### config.mk
export PLATFORM = sky130hd
export DESIGN_NAME = dmem_port_sched
export DESIGN_NICKNAME = d
export VERILOG_FILES = /design/src/rtl/dmem_port_sched.sv
export SDC_FILE = /design/constraint.sdc
export NUM_CORES = 1
export LEC_CHECK = 0
export ABC_AREA = 1
export ABC_CLOCK_PERIOD_IN_PS = 1800
export CAP_MARGIN = 5
export CORE_MARGIN = 5
export CORE_UTILIZATION = 30
export DETAILED_ROUTE_END_ITERATION = 12
export PLACE_DENSITY = 0.67
export SYNTH_ARGS = -nofsm -noshare
export SYNTH_HDL_FRONTEND = slang
export SYNTH_SLANG_ARGS = --single-unit
### constraint.sdc
create_clock -name clk -period 1.8 [get_ports clk]
set_input_delay 0.36 -clock clk [delete_from_list [all_inputs] [get_ports clk]]
set_output_delay 0.36 -clock clk [all_outputs]
set_load 0.005 [all_outputs]
### src/rtl/dmem_port_sched.sv
`default_nettype none
// ============================================================================
// Module      : dmem_port_sched
// Description : Round-robin single-outstanding scheduler between the refill
//               (A) and store-commit (B) ports and the fixed-latency dmem.
// Revision    : 1.0  initial release
// ============================================================================
module dmem_port_sched #(
    parameter int MEM_LATENCY = 10,
    parameter int MEM_BYTES   = 1024
) (
    input  logic        clk,
    input  logic        rstn,

    input  logic        a_valid,
    output logic        a_ready,
    input  logic        a_we,
    input  logic        a_size,
    input  logic [31:0] a_addr,
    input  logic [31:0] a_wdata,
    input  logic [31:0] a_pc,

    input  logic        b_valid,
    output logic        b_ready,
    input  logic        b_we,
    input  logic        b_size,
    input  logic [31:0] b_addr,
    input  logic [31:0] b_wdata,
    input  logic [31:0] b_pc,

    output logic        mem_req,
    output logic        mem_we,
    output logic        mem_size,
    output logic [31:0] mem_addr,
    output logic [31:0] mem_wdata,
    output logic [31:0] mem_pc,
    input  logic [31:0] mem_rdata,

    input  logic        flush,

    output logic        resp_valid,
    output logic        resp_id,
    output logic [31:0] resp_rdata,
    output logic [31:0] resp_pc,
    output logic        resp_err,
    output logic        busy
);

    localparam int                CNT_W       = $clog2(MEM_LATENCY + 1);
    localparam logic [CNT_W-1:0]  c_CNT_LOAD  = CNT_W'(MEM_LATENCY);
    localparam logic [31:0]       c_HALF_LAST = 32'(MEM_BYTES - 2);
    localparam logic [31:0]       c_BYTE_LAST = 32'(MEM_BYTES - 1);

    typedef enum logic [1:0] {
        IDLE  = 2'd0,
        ISSUE = 2'd1,
        WAIT  = 2'd2,
        RESP  = 2'd3
    } state_t;

    state_t           r_state;
    state_t           w_stateNext;
    logic [CNT_W-1:0] r_cnt;
    logic             r_lastGrant;
    logic             r_cancel;
    logic             r_err;
    logic             r_id;
    logic             r_we;
    logic             r_size;
    logic [31:0]      r_addr;
    logic [31:0]      r_wdata;
    logic [31:0]      r_pc;
    logic [31:0]      r_rdata;

    logic             w_accept;
    logic             w_grantB;
    logic             w_selWe;
    logic             w_selSize;
    logic [31:0]      w_selAddr;
    logic [31:0]      w_selWdata;
    logic [31:0]      w_selPc;
    logic             w_outOfRange;
    logic [31:0]      w_loadData;
    logic             w_unusedRdata;

    // Upper read-data half never reaches the requester (halfword/byte only).
    assign w_unusedRdata = ^mem_rdata[31:16];

    // Request selection: on a tie the port that did not win last time goes.
    always_comb begin
        w_grantB   = b_valid && (!a_valid || !r_lastGrant);
        w_accept   = (r_state == IDLE) && (a_valid || b_valid);
        w_selWe    = w_grantB ? b_we    : a_we;
        w_selSize  = w_grantB ? b_size  : a_size;
        w_selAddr  = w_grantB ? b_addr  : a_addr;
        w_selWdata = w_grantB ? b_wdata : a_wdata;
        w_selPc    = w_grantB ? b_pc    : a_pc;
        w_outOfRange = w_selSize ? (w_selAddr > c_BYTE_LAST)
                                 : (w_selAddr > c_HALF_LAST);
        w_loadData = r_size ? {24'b0, mem_rdata[7:0]} : {16'b0, mem_rdata[15:0]};
    end

    always_ff @(posedge clk or negedge rstn) begin
        if (!rstn) begin
            r_state <= IDLE;
        end else begin
            r_state <= w_stateNext;
        end
    end

    // A rejected address still passes through ISSUE for one cycle, with the
    // memory strobe suppressed, so the error response lands one cycle later.
    always_comb begin
        w_stateNext = r_state;
        case (r_state)
            IDLE:  if (w_accept) w_stateNext = ISSUE;
            ISSUE: w_stateNext = r_err ? RESP : WAIT;
            WAIT:  if (r_cnt == '0) w_stateNext = RESP;
            RESP:  w_stateNext = IDLE;
            default: w_stateNext = IDLE;
        endcase
    end

    always_ff @(posedge clk or negedge rstn) begin
        if (!rstn) begin
            r_cnt       <= '0;
            r_lastGrant <= 1'b1;
            r_cancel    <= 1'b0;
            r_err       <= 1'b0;
            r_id        <= 1'b0;
            r_we        <= 1'b0;
            r_size      <= 1'b0;
            r_addr      <= '0;
            r_wdata     <= '0;
            r_pc        <= '0;
            r_rdata     <= '0;
        end else begin
            if (w_accept) begin
                r_lastGrant <= w_grantB;
                r_id        <= w_grantB;
                r_we        <= w_selWe;
                r_size      <= w_selSize;
                r_addr      <= w_selAddr;
                r_wdata     <= w_selWdata;
                r_pc        <= w_selPc;
                r_err       <= w_outOfRange;
                r_rdata     <= '0;
            end

            if (r_state == ISSUE && !r_err) begin
                r_cnt <= c_CNT_LOAD;
            end else if (r_state == WAIT) begin
                if (r_cnt != '0) begin
                    r_cnt <= r_cnt - 1'b1;
                end else if (!r_we) begin
                    r_rdata <= w_loadData;
                end
            end

            // Flush only silences the response; the access itself completes.
            if (r_state == RESP) begin
                r_cancel <= 1'b0;
            end else if (r_state != IDLE && flush) begin
                r_cancel <= 1'b1;
            end
        end
    end

    assign a_ready    = (r_state == IDLE);
    assign b_ready    = (r_state == IDLE);
    assign busy       = (r_state != IDLE);

    assign mem_req    = (r_state == ISSUE) && !r_err;
    assign mem_we     = r_we;
    assign mem_size   = r_size;
    assign mem_addr   = r_addr;
    assign mem_wdata  = r_wdata;
    assign mem_pc     = r_pc;

    assign resp_valid = (r_state == RESP) && !r_cancel;
    assign resp_id    = r_id;
    assign resp_rdata = r_rdata;
    assign resp_pc    = r_pc;
    assign resp_err   = r_err;

endmodule
`default_nettype wire

* Yosys cells after proc, flatten, opt, wreduce, memory -nomap -nowiden
Cells that the tools add are included.
Storage, ports and cells: RAM bits 0, memories kept 0, register bits after elaboration 140, bits in latches 0, input port bits 233, word-level logic and storage cells 61, memory bits (read-only) 0
Cells by class: divide/modulo/power cells 0, magnitude comparators 2, equality and inequality tests 5, bitwise gates (word level) 0, multipliers 0, multiplexer cells 21, add/sub/neg operators 1, reductions and logical operators 20, shift operators 0
Operators with widths (count):
- two-way mux 32 bit | 8
- greater-than comparator 32 x 10 -> 1 bit, second input constant | 2
- two-way mux 16 bit | 1
- two-way mux 4 bit | 3
- case mux 2 bit (4 select lines) | 1
- nonzero test 2 bit | 4
- two-way mux 1 bit | 6
- logical AND 1 bit | 5
- equality test 2 bit, second input constant | 2
- zero test 1 bit | 4
- zero test 4 bit | 1
- two-way mux 2 bit | 2
- AND reduction 2 bit | 2
- nonzero test 4 bit | 1
- subtractor 4 x 1 -> 4 bit, second input constant | 1
- equality test 2 x 1 -> 1 bit, second input constant | 1
- zero test 2 bit | 1
- logical OR 1 bit | 2
- != test 2 x 1 -> 1 bit, second input constant | 1
- != test 2 bit, second input constant | 1

* Longest topological paths before layout
depth after elaboration 7, mapped depth 12, mapped depth without buffers 11

* Worst setup path after synthesis
Ideal clock, no wire load.
path kind register to register, start register r_state[0], end register r_wdata[27] (netlist: mem_wdata[27]), period minus slack after synthesis 1663 ps, buffers on the path 2, stages on the path, launching flop included 9, library setup time 76 ps, data required time 1724 ps, setup slack 137 ps, arrival time 1587 ps, cells stage by stage dfrtp_1 inv_1 ha_1 o21ai_4 inv_2 buf_2 clkbuf_1 o21ai_0 o21ai_1
On the way: word-level cells in the longest chain between the ends 2
RTL lines:
- start: declaration | line 61 | state_t r_state;
- start signal: assignment | line 107 | r_state <= w_stateNext;
- zero test 2 bit
- via a_ready | line 16 | output logic a_ready,
- logical AND 1 bit | line 92 | w_accept = (r_state == IDLE) && (a_valid || b_valid);
- end signal: assignment | line 144 | r_wdata <= w_selWdata;
- end: declaration | line 71 | logic [31:0] r_wdata;
The timed path passes the listed nets, and every way through them passes these cells. A chain may end at the register's enable or synchronous reset.

* Worst setup path in the final report
start register r_state[1], end output mem_req
On the way: word-level cells in the longest chain between the ends 2
RTL lines:
- equality test 2 x 1 -> 1 bit | line 173 | assign mem_req = (r_state == ISSUE) && !r_err;
- logical AND 1 bit | line 173
- end: declaration | line 31 | output logic mem_req,
No other way between the ends.

==> metrics.cfg <==
[run_status]
status = finished, final reports clean

[logic_synthesis]
ys_ff_latch = 140
synthXorXnorAreaFrac_pct = 0
synth_top_family_by_area = simple AND/OR/NAND/NOR gates
synthSimpleGateAreaFrac_pct = 21.5
seq_area_frac_synth_pct = 52.0
synth_compound_area_share_pct = 14.6
synth_fp_nets = 1071
yosys.area.top_type = dfrtp_1
synthTopCellsByArea = dfrtp_1 52%, o21ai_0 11%, nand2_1 10%
yosysTopAreaCellShare_pct = 51.6
avgSynthCellArea_um2 = 8.09
synthAdderAreaFrac_pct = 0.928
synth_cells = 833
ys_warn_count = 0
synth_cell_types = 28
muxShareOfSynthArea_pct = 0
netlist_area_um2 = 6740

[setup_path]
critPathLaunchType = flop
cp_max_fo = 3
critical_path_class = flop to primary output
worstPathRequired_ns = 1.44
cp_data_arrival_time_ns = 1.39
worstSetupEndpointType = primary output

[pwr]
peakVddDrop_uv = 651
swShare_pct = 33.7
p_int_mw = 11.2
power_frac_comb_pct = 48.0
sequentialPowerShare_pct = 31.4
power.switching_mw = 5.70
powerDensity_nw_per_um2 = 1420
p_clk_share_pct = 20.5
p_leak_nw = 5.30

[final_layout]
area_growth_syn_to_layout_pct = 76.8
diodes = 0
utilization_pct = 54.3
drive_above_1_share_pct = 11.4
layout.nets = 1476

[die]
die_w_um = 160
coreArea_um2 = 22000
die_y_um = 160
start_util_pct = 30.7
die_area_um2 = 25600
ios = 402
rows = 54

[clock_tree]
cts_made_buffers = 17
clk_latency_ns = 0.41
clockBufferDepth = 2
tritoncts = built
cts_max_level = 4
clkTransAtPathRegs_ns = 0.06
clock-sinks = 140
cts_root_buf = clkbuf_16

[global_routing]
overflow = 0
grt_first_pass_wirelength_um = 38400
grt_pass1_vias = 6876
antenna_found_initial = 0
grt_max_degree = 59
grt.total_usage_pct = 18.7

[job]
max-cap-violations = 0

[detailed_routing]
postRouteAntennaNets = 0
drt_first_pass_iters = 5
vias = 6971
wl_um = 24900
drt_iter0_drc = 446
drcViolationCount = 0
via_per_inst = 4.55
wl_per_cell_um = 16.3

[sta]
fin_crit_ns = 1.75
slew_headroom_pct = 65.6
period_share_pct = 97.1
fin_worst_skew_ns = 0.0112
max_freq_ghz = 0.572
slew_viol_final = 0
tightest_slew_ns = 0.516
setup_violations = 0
final_hold_viol_count = 0
whs_ns = 0.443
fin_ws_ns = 0.0529
rsz0062_at_grt = true

[place]
numPortBuffers = 385
gp_congestion = 0.874
dpl.hpwl_um = 19300
pre_cts_ws_ns = -0.315

[min_path]
hp-class = input port to async pin

[critical path, cell delays in order (launching register included)]
cell	delay [ns]
dfrtp_1	0.38
inv_2	0.09
buf_6	0.11
ha_4	0.13
inv_2	0.03
nor2_2	0.10
buf_2	0.14
[synth_stat cells, drive strengths merged]
cell / n
dfstp: 1
inv: 62
nand4: 1
o21ai: 169
nand3b: 14
a31oi: 16
nor4: 1
o31ai: 1
nor3: 1
a21oi: 4
nor2: 117
dfrtp: 139
clkbuf: 22
ha: 5
buf: 60
nand3: 28
nand2: 191
or2: 1
[metrics by stage]
stage / area, um2 / power [mW] / std cells / TNS (ns)
after floorplan: 6740 / 8.47 / 833 / 0
after global placement: 11200 / 13.3 / 1490 / -16.11
after detailed placement: 11200 / 13.4 / 1490 / -18.67
after CTS: 11800 / 17.0 / 1526 / -0.0158
after global routing: 11900 / 18.1 / 1531 / -0.0119
final: 11900 / 16.9 / 1531 / 0
[final cells by class]
cell class / instances / area [um2]
clock buffers: 20 / 447
clock inverters: 12 / 136
fillers: 1995 / 10000
inverters: 62 / 235
multi-input cells: 549 / 2560
flip-flops and latches: 140 / 3510
well taps: 280 / 350
repair buffers: 468 / 4680
[worst paths after layout]
check                        startpoint            end  slack, ns  cells after the start
setup / recovery             r_state[1]        mem_req       0.05                      6
hold / removal                     rstn  mem_wdata[28]       0.44                      2
setup reg to reg            r_lastGrant       resp_err       0.12                     12
hold reg to reg            mem_wdata[3]   mem_wdata[3]       0.48                      2
max in group asynchronous          rstn         mem_we       0.72                      3
min in group clk           mem_wdata[3]   mem_wdata[3]       0.48                      2
[power by group through the flow]
| stage | Sequential [mW] | Combinational (mW) | Clock, mW |
|---|---|---|---|
| 3_5_place_dp | 5.35 | 8.02 | 0 |
| 2_1_floorplan | 5.30 | 3.17 | 0 |
| 6_report | 5.32 | 8.14 | 3.48 |
| 3_3_place_gp | 5.32 | 7.93 | 0 |
| 4_1_cts | 5.32 | 8.12 | 3.60 |
| 5_1_grt | 5.48 | 8.92 | 3.73 |
[sequential cells by signal, summed over array words and instances (netlist names)]
| name | flops |
|---|---|
| r_cnt | 4 |
| r_lastGrant | 1 |
| mem_pc | 32 |
| mem_addr | 32 |
| mem_we | 1 |
| mem_size | 1 |
| resp_err | 1 |
| resp_id | 1 |
| resp_rdata | 32 |
| r_cancel | 1 |
| r_state | 2 |
| mem_wdata | 32 |
[layer usage]
metal / vias up / part of all wire [%] / global-route usage [%]
li1: 3454 / - / -
met1: 3185 / 40 / 22.6
met2: 296 / 49 / 31.6
met3: 36 / 8.6 / 6.47
met4: 0 / 2.4 / 5.48
met5: - / 0 / 0
[timing repair]
item / in CTS / in global routing
hold buffers: 1 / 0
setup buffers: 3 / 3
endpoints found under the setup margin: 11 / 31
gates cloned: 0 / 2
gates resized for setup: 22 / 16
pin swaps: 0 / 4
endpoints found under the hold margin: 41 / 0
[cell families after synthesis]
| group | count (synthesis) |
|---|---|
| buffers and inverters | 144 |
| flip-flops | 140 |
| AND/OR/NAND/NOR | 354 |
| AO/OA/AOI/OAI | 190 |
| adder cells (fa/ha/maj) | 5 |
[placed cells by master (no fill, tap or decap), types with 4 or more instances in the layout]
master / n
buf_4: 64
o21ai_1: 24
dfrtp_1: 136
a31oi_1: 16
a21oi_1: 4
nor2_2: 5
buf_12: 14
o21ai_0: 144
inv_2: 5
nand2_1: 186
nor2_1: 112
clkdlybuf4s50_1: 377
inv_1: 56
clkbuf_16: 19
nand3b_1: 14
nand3_1: 27
Note: power is estimated with default switching activity, not from simulation.
